--- src/rtl/gerador_movimento.sv ---
// Movement command generator feeding the bidirectional position counter:
// step-rate divider plus a 4-state manual/auto ping-pong controller.
module gerador_movimento #(
   parameter int unsigned DIV = 80,
   parameter int unsigned W   = 16,
   parameter int unsigned M   = 100,
   parameter int unsigned N   = 7
) (
   input  logic         clock,
   input  logic         zera_as_n,
   input  logic         iniciar,
   input  logic         parar,
   input  logic         modo_auto,
   input  logic         botao_vai,
   input  logic         botao_vem,
   input  logic [1:0]   velocidade,
   input  logic [N-1:0] pos,
   output logic         vai,
   output logic         vem,
   output logic         enable_mov,
   output logic         set_pos,
   output logic [N-1:0] D,
   output logic [1:0]   estado,
   output logic         ativo
);

   typedef enum logic [1:0] {
      PARADO   = 2'b00,
      MANUAL   = 2'b01,
      AUTO_VAI = 2'b10,
      AUTO_VEM = 2'b11
   } estado_t;

   localparam logic [N-1:0] CENTRO  = N'(M/2 - 1);
   localparam logic [N-1:0] POS_MAX = N'(M - 1);

   estado_t      estado_q, estado_nxt;
   logic         iniciar_d;
   logic         tick, tick_nxt;
   logic         set_pos_nxt;
   logic [W-1:0] cnt, cnt_nxt, limite;
   logic         ini_ed;

   assign ini_ed = iniciar & ~iniciar_d;
   assign D      = CENTRO;
   assign estado = estado_q;
   assign ativo  = (estado_q != PARADO);

   // Step period minus one for the selected speed
   always_comb begin
      limite = W'(DIV - 1);
      case (velocidade)
         2'd0: limite = W'(DIV - 1);
         2'd1: limite = W'(DIV/2 - 1);
         2'd2: limite = W'(DIV/4 - 1);
         2'd3: limite = W'(DIV/8 - 1);
      endcase
   end

   // State registers
   always_ff @(posedge clock or negedge zera_as_n) begin
      if (!zera_as_n) begin
         estado_q  <= PARADO;
         iniciar_d <= 1'b0;
         tick      <= 1'b0;
         cnt       <= '0;
         set_pos   <= 1'b0;
      end else begin
         estado_q  <= estado_nxt;
         iniciar_d <= iniciar;
         tick      <= tick_nxt;
         cnt       <= cnt_nxt;
         set_pos   <= set_pos_nxt;
      end
   end

   // Next state and movement outputs; stop overrides everything
   always_comb begin
      estado_nxt  = estado_q;
      set_pos_nxt = 1'b0;
      vai         = 1'b0;
      vem         = 1'b0;
      enable_mov  = 1'b0;
      case (estado_q)
         PARADO: begin
            if (ini_ed) begin
               estado_nxt  = modo_auto ? AUTO_VAI : MANUAL;
               set_pos_nxt = 1'b1;
            end
         end
         MANUAL: begin
            vai        = botao_vai & ~botao_vem;
            vem        = botao_vem & ~botao_vai;
            enable_mov = tick & (vai | vem);
         end
         AUTO_VAI: begin
            vai = 1'b1;
            if (pos == POS_MAX) estado_nxt = AUTO_VEM;
            else                enable_mov = tick;
         end
         AUTO_VEM: begin
            vem = 1'b1;
            if (pos == '0) estado_nxt = AUTO_VAI;
            else           enable_mov = tick;
         end
      endcase
      if (parar) begin
         estado_nxt  = PARADO;
         set_pos_nxt = 1'b0;
         enable_mov  = 1'b0;
      end
   end

   // Step-rate divider; an over-limit count after a speed change clears silently
   always_comb begin
      cnt_nxt  = '0;
      tick_nxt = 1'b0;
      if (estado_q != PARADO && !parar) begin
         if (cnt == limite) begin
            tick_nxt = 1'b1;
         end else if (cnt < limite) begin
            cnt_nxt = cnt + W'(1);
         end
      end
   end

endmodule
--- config.mk ---
export PLATFORM = sky130hd
export DESIGN_NAME = gerador_movimento
export DESIGN_NICKNAME = d
export VERILOG_FILES = /design/src/rtl/gerador_movimento.sv
export SDC_FILE = /design/constraint.sdc
export NUM_CORES = 1
export LEC_CHECK = 0
export CAP_MARGIN = 20
export CORE_AREA = 2 2 54 56
export CTS_CLUSTER_DIAMETER = 40
export DETAILED_ROUTE_END_ITERATION = 10
export DIE_AREA = 0 0 56 58
export MAX_ROUTING_LAYER = met4
export PLACE_DENSITY_LB_ADDON = 0.25
export SYNTH_ARGS = -nofsm -noshare
export SYNTH_HDL_FRONTEND = slang
export SYNTH_SLANG_ARGS = --single-unit
--- constraint.sdc ---
create_clock -name clock -period 2.25 [get_ports clock]
set_clock_uncertainty 0.05 [all_clocks]
set_input_delay 0.45 -clock clock [delete_from_list [all_inputs] [get_ports clock]]
set_output_delay 0.45 -clock clock [all_outputs]
set_load 0.02 [all_outputs]
After elaboration in Yosys (flattened, before gate mapping)
Index checks and enable logic that the tools add are counted.
- logic and storage cells: 55
- register bits after elaboration: 21
- reduce and logical (&&, ||, !) cells: 8
- eq/ne operators: 11
- bitwise operators: 8
- muxes and demuxes: 21
- magnitude comparators: 1
- add/subtract/negate cells: 1
- operators with widths (cell ; count):
    16-bit one-hot mux with 4 select lines ; 1
    16-bit two-way mux ; 3
    16-bit by 1-bit adder with 16-bit output, second input constant ; 1
    16-bit equality test ; 1
    16-bit < comparator ; 1
    2-bit two-way mux ; 5
    3-bit inequality test, second input constant ; 3
    2-bit equality test, second input constant ; 4
    1-bit two-way mux ; 8
    7-bit equality test, second input constant ; 1
    7-bit logical NOT ; 1
    2-bit one-hot mux with 3 select lines ; 1
    1-bit bitwise AND ; 4
    2-bit by 1-bit equality test with 1-bit output, second input constant ; 2
    2-bit logical NOT ; 2
    1-bit one-hot mux with 2 select lines ; 2
    4-bit AND reduction ; 1
    4-bit nonzero test ; 1
    1-bit NOT ; 3
    1-bit one-hot mux with 3 select lines ; 1
    2-bit nonzero test ; 1
    1-bit logical AND ; 1
    1-bit logical NOT ; 1
    1-bit OR ; 1

Logic depth before layout (Yosys ltp)
- depth in word-level cells: 6
- depth in mapped cells: 8
- depth with buffers taken out: 8

Least setup slack after synthesis
Ideal clock, no wire load.
- kind: input port to flip-flop
- from: input port velocidade[1]
- to: register cnt[2]
- stages on the path: 8
- arrival time: 1791 ps
- library setup time: 74 ps
- required time: 2126 ps
- path slack: 334 ps
- cells stage by stage: inv_1 > ha_1 > inv_1 > ha_1 > a21o_1 > a211oi_1 > o2111ai_4 > nor2_1
- longest elaborated chain between the ends: 6
- elaborated cells between the ends (all ways): 10
- RTL lines (item ; RTL line ; RTL):
    start, declared ; 16 ; input logic [1:0] velocidade,
    2-bit equality test, or another cell as far along ; 52 ; case (velocidade)
    16-bit one-hot mux with 4 select lines * ; 52 ;
    16-bit < comparator ; 121 ; end else if (cnt < limite) begin
    16-bit two-way mux ; 121 ;
    16-bit two-way mux * ; 119 ; if (cnt == limite) begin
    16-bit two-way mux * ; 118 ; if (estado_q != PARADO && !parar) begin
    via cnt_nxt[2] ; 41 ; logic [W-1:0] cnt, cnt_nxt, limite;
    end signal, assigned ; 72 ; cnt <= cnt_nxt;
    end, declared ; 41 ;
The timed path passes the listed nets; every way through them passes the cells marked *. The select of a mux whose other input is x is not followed.
A chain may end at the register's enable or synchronous reset.

Worst setup path in the final report
- from: input port pos[3]
- to: output port enable_mov
- longest elaborated chain between the ends: 4
- elaborated cells between the ends (all ways): 6
- RTL lines (item ; RTL line ; RTL):
    start, declared ; 17 ; input logic [N-1:0] pos,
    7-bit equality test or 7-bit logical NOT (tied branches) ; 98, 103 ;
    1-bit two-way mux (on tied branches) ; 98, 103 ;
    1-bit one-hot mux with 3 select lines * ; 84 ; case (estado_q)
    1-bit two-way mux * ; 107 ; if (parar) begin
    end, declared ; 20 ; output logic enable_mov,
Mark *: on every way between the ends. The rest lies on a longest branch, timed or not.

==> impl_metrics.toml <==
[outcome]
outcome = "finished, final reports clean"

[worst_setup_path]
worstPathRequired_ns = 1.75
ff2ff_path_depth = 7
worstReg2RegStart = "estado[0]"
worstSetupEndpointType = "primary output"
path_class = "in2out"
r2r_end = "cnt[1]"
slowest_delay_ns = 0.42
worst_setup_path_start_kind = "primary input"
crit_chain = "clkdlybuf4s50_1 -> or3_1 -> o21ai_2 -> a31oi_1 -> buf_4"
crit_cells = 5
path_delay_family = "buffers and inverters"
crit_slowest_cell = "or3_1"
cp.arrival_ns = 1.69
crit_end = "enable_mov"
path_max_fanout = 2
crit_start = "pos[3]"
critical_path_buf_inv_count = 2
r2r_slack_ns = 0.22

[global_routing]
grt_max_degree = 22
track_usage = 0.157
grt_antenna_before_repair = 0
grt_overflow = 0
grt_pass1_vias = 940
grt_pass1_wl_mm = 3.85

[floorplanning]
core-area_sq_um = 2660
ios = 30
row_count = 19
start_util = 0.459
fp.dieH_um = 58
die_area_sq_um = 3250
die_x_um = 56

[finish]
final_util = 0.616
final_cell_mix = "21 x dfrtp_1, 15 x conb_1, 14 x ha_1, 12 x nor2_1"
nets = 192
final_cells = 189
design_area_sq_um = 1640
final_common_cell = "dfrtp_1"
layout-drive-gt1-share = 0.203
area_growth_pct = 34.2
diodes = 0
fillers = 221

[power]
comb_power_share = 0.238
power_density_nw_per_um2 = 455
switching_share = 0.275
ir_drop_uv = 515
p_int_uw = 541
pwr-share-seq = 0.536
pwr-share-clk = 0.225
p_sw_uw = 205
leakage_uw = 0.000820

[cts]
htree_num_levels = 1
postCtsHoldBufs = 0
cts_buffer_depth = 2
cts_tree = "done"
cts_buffers = 3
cts-root-buf = "clkbuf_4"
clk_pin_slew_ns = 0.11
clk_latency_ns = 0.29
cts.sinks = 21

[drt]
drc = 0
drtIter0Drc = 15
wirelength_mm = 2.05
ant_nets = 0
dr.pass1.iters = 4
wire_per_inst_um = 10.9
vias_per_cell = 4.70
vias = 888

[sta]
maxSlewHeadroom = 0.581
final_max_slew_viol_count = 0
maxClockFrequency_ghz = 0.456
hold_violations = 0
finalSetupViolCount = 0
tightest_slew_ns = 0.622
fin_crit_ns = 2.19
fin_crit_sh = 0.974

[place]
place_area_sq_um = 1540
gp_congestion = 0.777
portBuffers = 22
dp_cells = 184
hpwlAfterDp_mm = 1.71

[synth]
ys_ff_latch = 21
synthesis.area_sq_um = 1220
syn_avg_cell_area_sq_um = 10.5
postSynthCellCount = 116
synth.distinct_cells = 34
seq_area_frac_synth = 0.430
yosysWarnings = 0

[min_path]
min_path_type = "in2async"

[flow_run]
drv_cap = 0
-- layout make-up --
type	instances	area, sq um	share of cell area
inverter	13	48.8	0.0298
clock buffer	3	22.5	0.0137
sequential	21	526	0.321
tap	31	38.8	0.0237
timing repair buffer	32	308	0.188
clock inverter	1	5.00	0.00305
multi-input combinational	88	691	0.421
-- routing by layer --
| layer | vias up | GRT usage | routed length, um |
|---|---|---|---|
| li1 | 460 | - | - |
| met1 | 404 | 0.183 | 909 |
| met2 | 20 | 0.257 | 1020 |
| met3 | 4 | 0.0402 | 88 |
| met4 | 0 | 0.0680 | 38 |
| met5 | - | - | 0 |
-- worst register-to-register path, cell delays in order (launching register included) --
cell and delay (ns):
dfrtp_1 0.43, inv_1 0.10, ha_1 0.24, buf_4 0.15
or4_4 0.42, nor3_4 0.18, o2111ai_4 0.22, nor2_1 0.17
-- logic make-up (layout without fill, tap and decap cells) --
kind of cell | count (synthesis) | count (layout) | share of synthesized area
compound gates | 15 | 15 | 0.102
simple gates | 35 | 35 | 0.159
mux | 1 | 1 | 0.00922
fa+ha+maj | 17 | 17 | 0.174
xor+xnor | 5 | 5 | 0.0359
other cells | 2 | 15 | 0.00615
flops | 21 | 21 | 0.430
buf+inv | 20 | 49 | 0.0830
-- metrics by stage --
step	power (uW)	TNS, ns	setup WS (ns)	hold WS [ns]
5_1_grt	798	-0.00671	-0.00671	0.424
4_1_cts	752	-0.0613	-0.0613	0.430
3_3_place_gp	579	-2.21	-0.421	0.454
6_report	746	0	0.0583	0.430
3_5_place_dp	583	-2.65	-0.446	0.467
2_1_floorplan	502	0	0.334	0.104
-- cell usage after synthesis --
cell type  instances  share of area
nand2b_1           1         0.0051
nor3_4             1          0.013
o211a_2            1         0.0082
nand3b_1           1         0.0061
o21ai_2            1         0.0072
xnor2_1            3          0.022
nor2b_1            1         0.0051
o31ai_1            1         0.0061
nand2_1            3         0.0092
or4_4              1         0.0092
or4_1              1         0.0061
mux2_1             1         0.0092
a311o_1            1         0.0082
inv_1             13          0.040
o21ai_1            1         0.0041
and3_1             1         0.0051
a31oi_1            2          0.010
nor4_1             2          0.010
o21ai_0            1         0.0041
xor2_1             2          0.014
nand4_1            2          0.010
or3_1              1         0.0051
ha_1              17           0.17
nor2_1            15          0.046
a21oi_1            2         0.0082
o2111ai_4          1          0.022
dfrtp_1           21           0.43
nand3_2            1         0.0082
nand4b_1           1         0.0072
nand3_1            3          0.012
conb_1             2         0.0061
a211oi_1           2          0.012
buf_4              7          0.043
a21o_1             2          0.012
-- state kept, by name (all words and copies together), names as in the netlist --
| name | count |
|---|---|
| cnt | 16 |
| estado | 2 |
| iniciar_d | 1 |
| set_pos | 1 |
| tick | 1 |
-- power groups by stage --
stage / sequential [uW] / clock (uW) / combinational, uW
finish: 400 / 168 / 178
global route: 402 / 196 / 199
CTS: 401 / 179 / 172
detailed placement: 408 / 0 / 175
global placement: 408 / 0 / 172
floorplan: 413 / 0 / 88.5
-- worst min-delay path by stage --
stage	startpoint	end	slack, ns	depth (start not counted)
CTS	zera_as_n	cnt[4]	0.43	2
floorplan	zera_as_n	cnt[0]	0.10	0
global placement	cnt[7]	cnt[7]	0.45	2
detailed placement	cnt[0]	cnt[0]	0.47	1
finish	zera_as_n	cnt[4]	0.43	2
global route	zera_as_n	estado[0]	0.42	2
-- what timing repair did --
item / in CTS / in global routing
pin swaps: 0 / 7
gates cloned: 0 / 0
resized for setup: 8 / 20
endpoints found under the setup margin: 4 / 9
setup buffers: 0 / 1
Note: power is estimated with default switching activity, not from simulation.
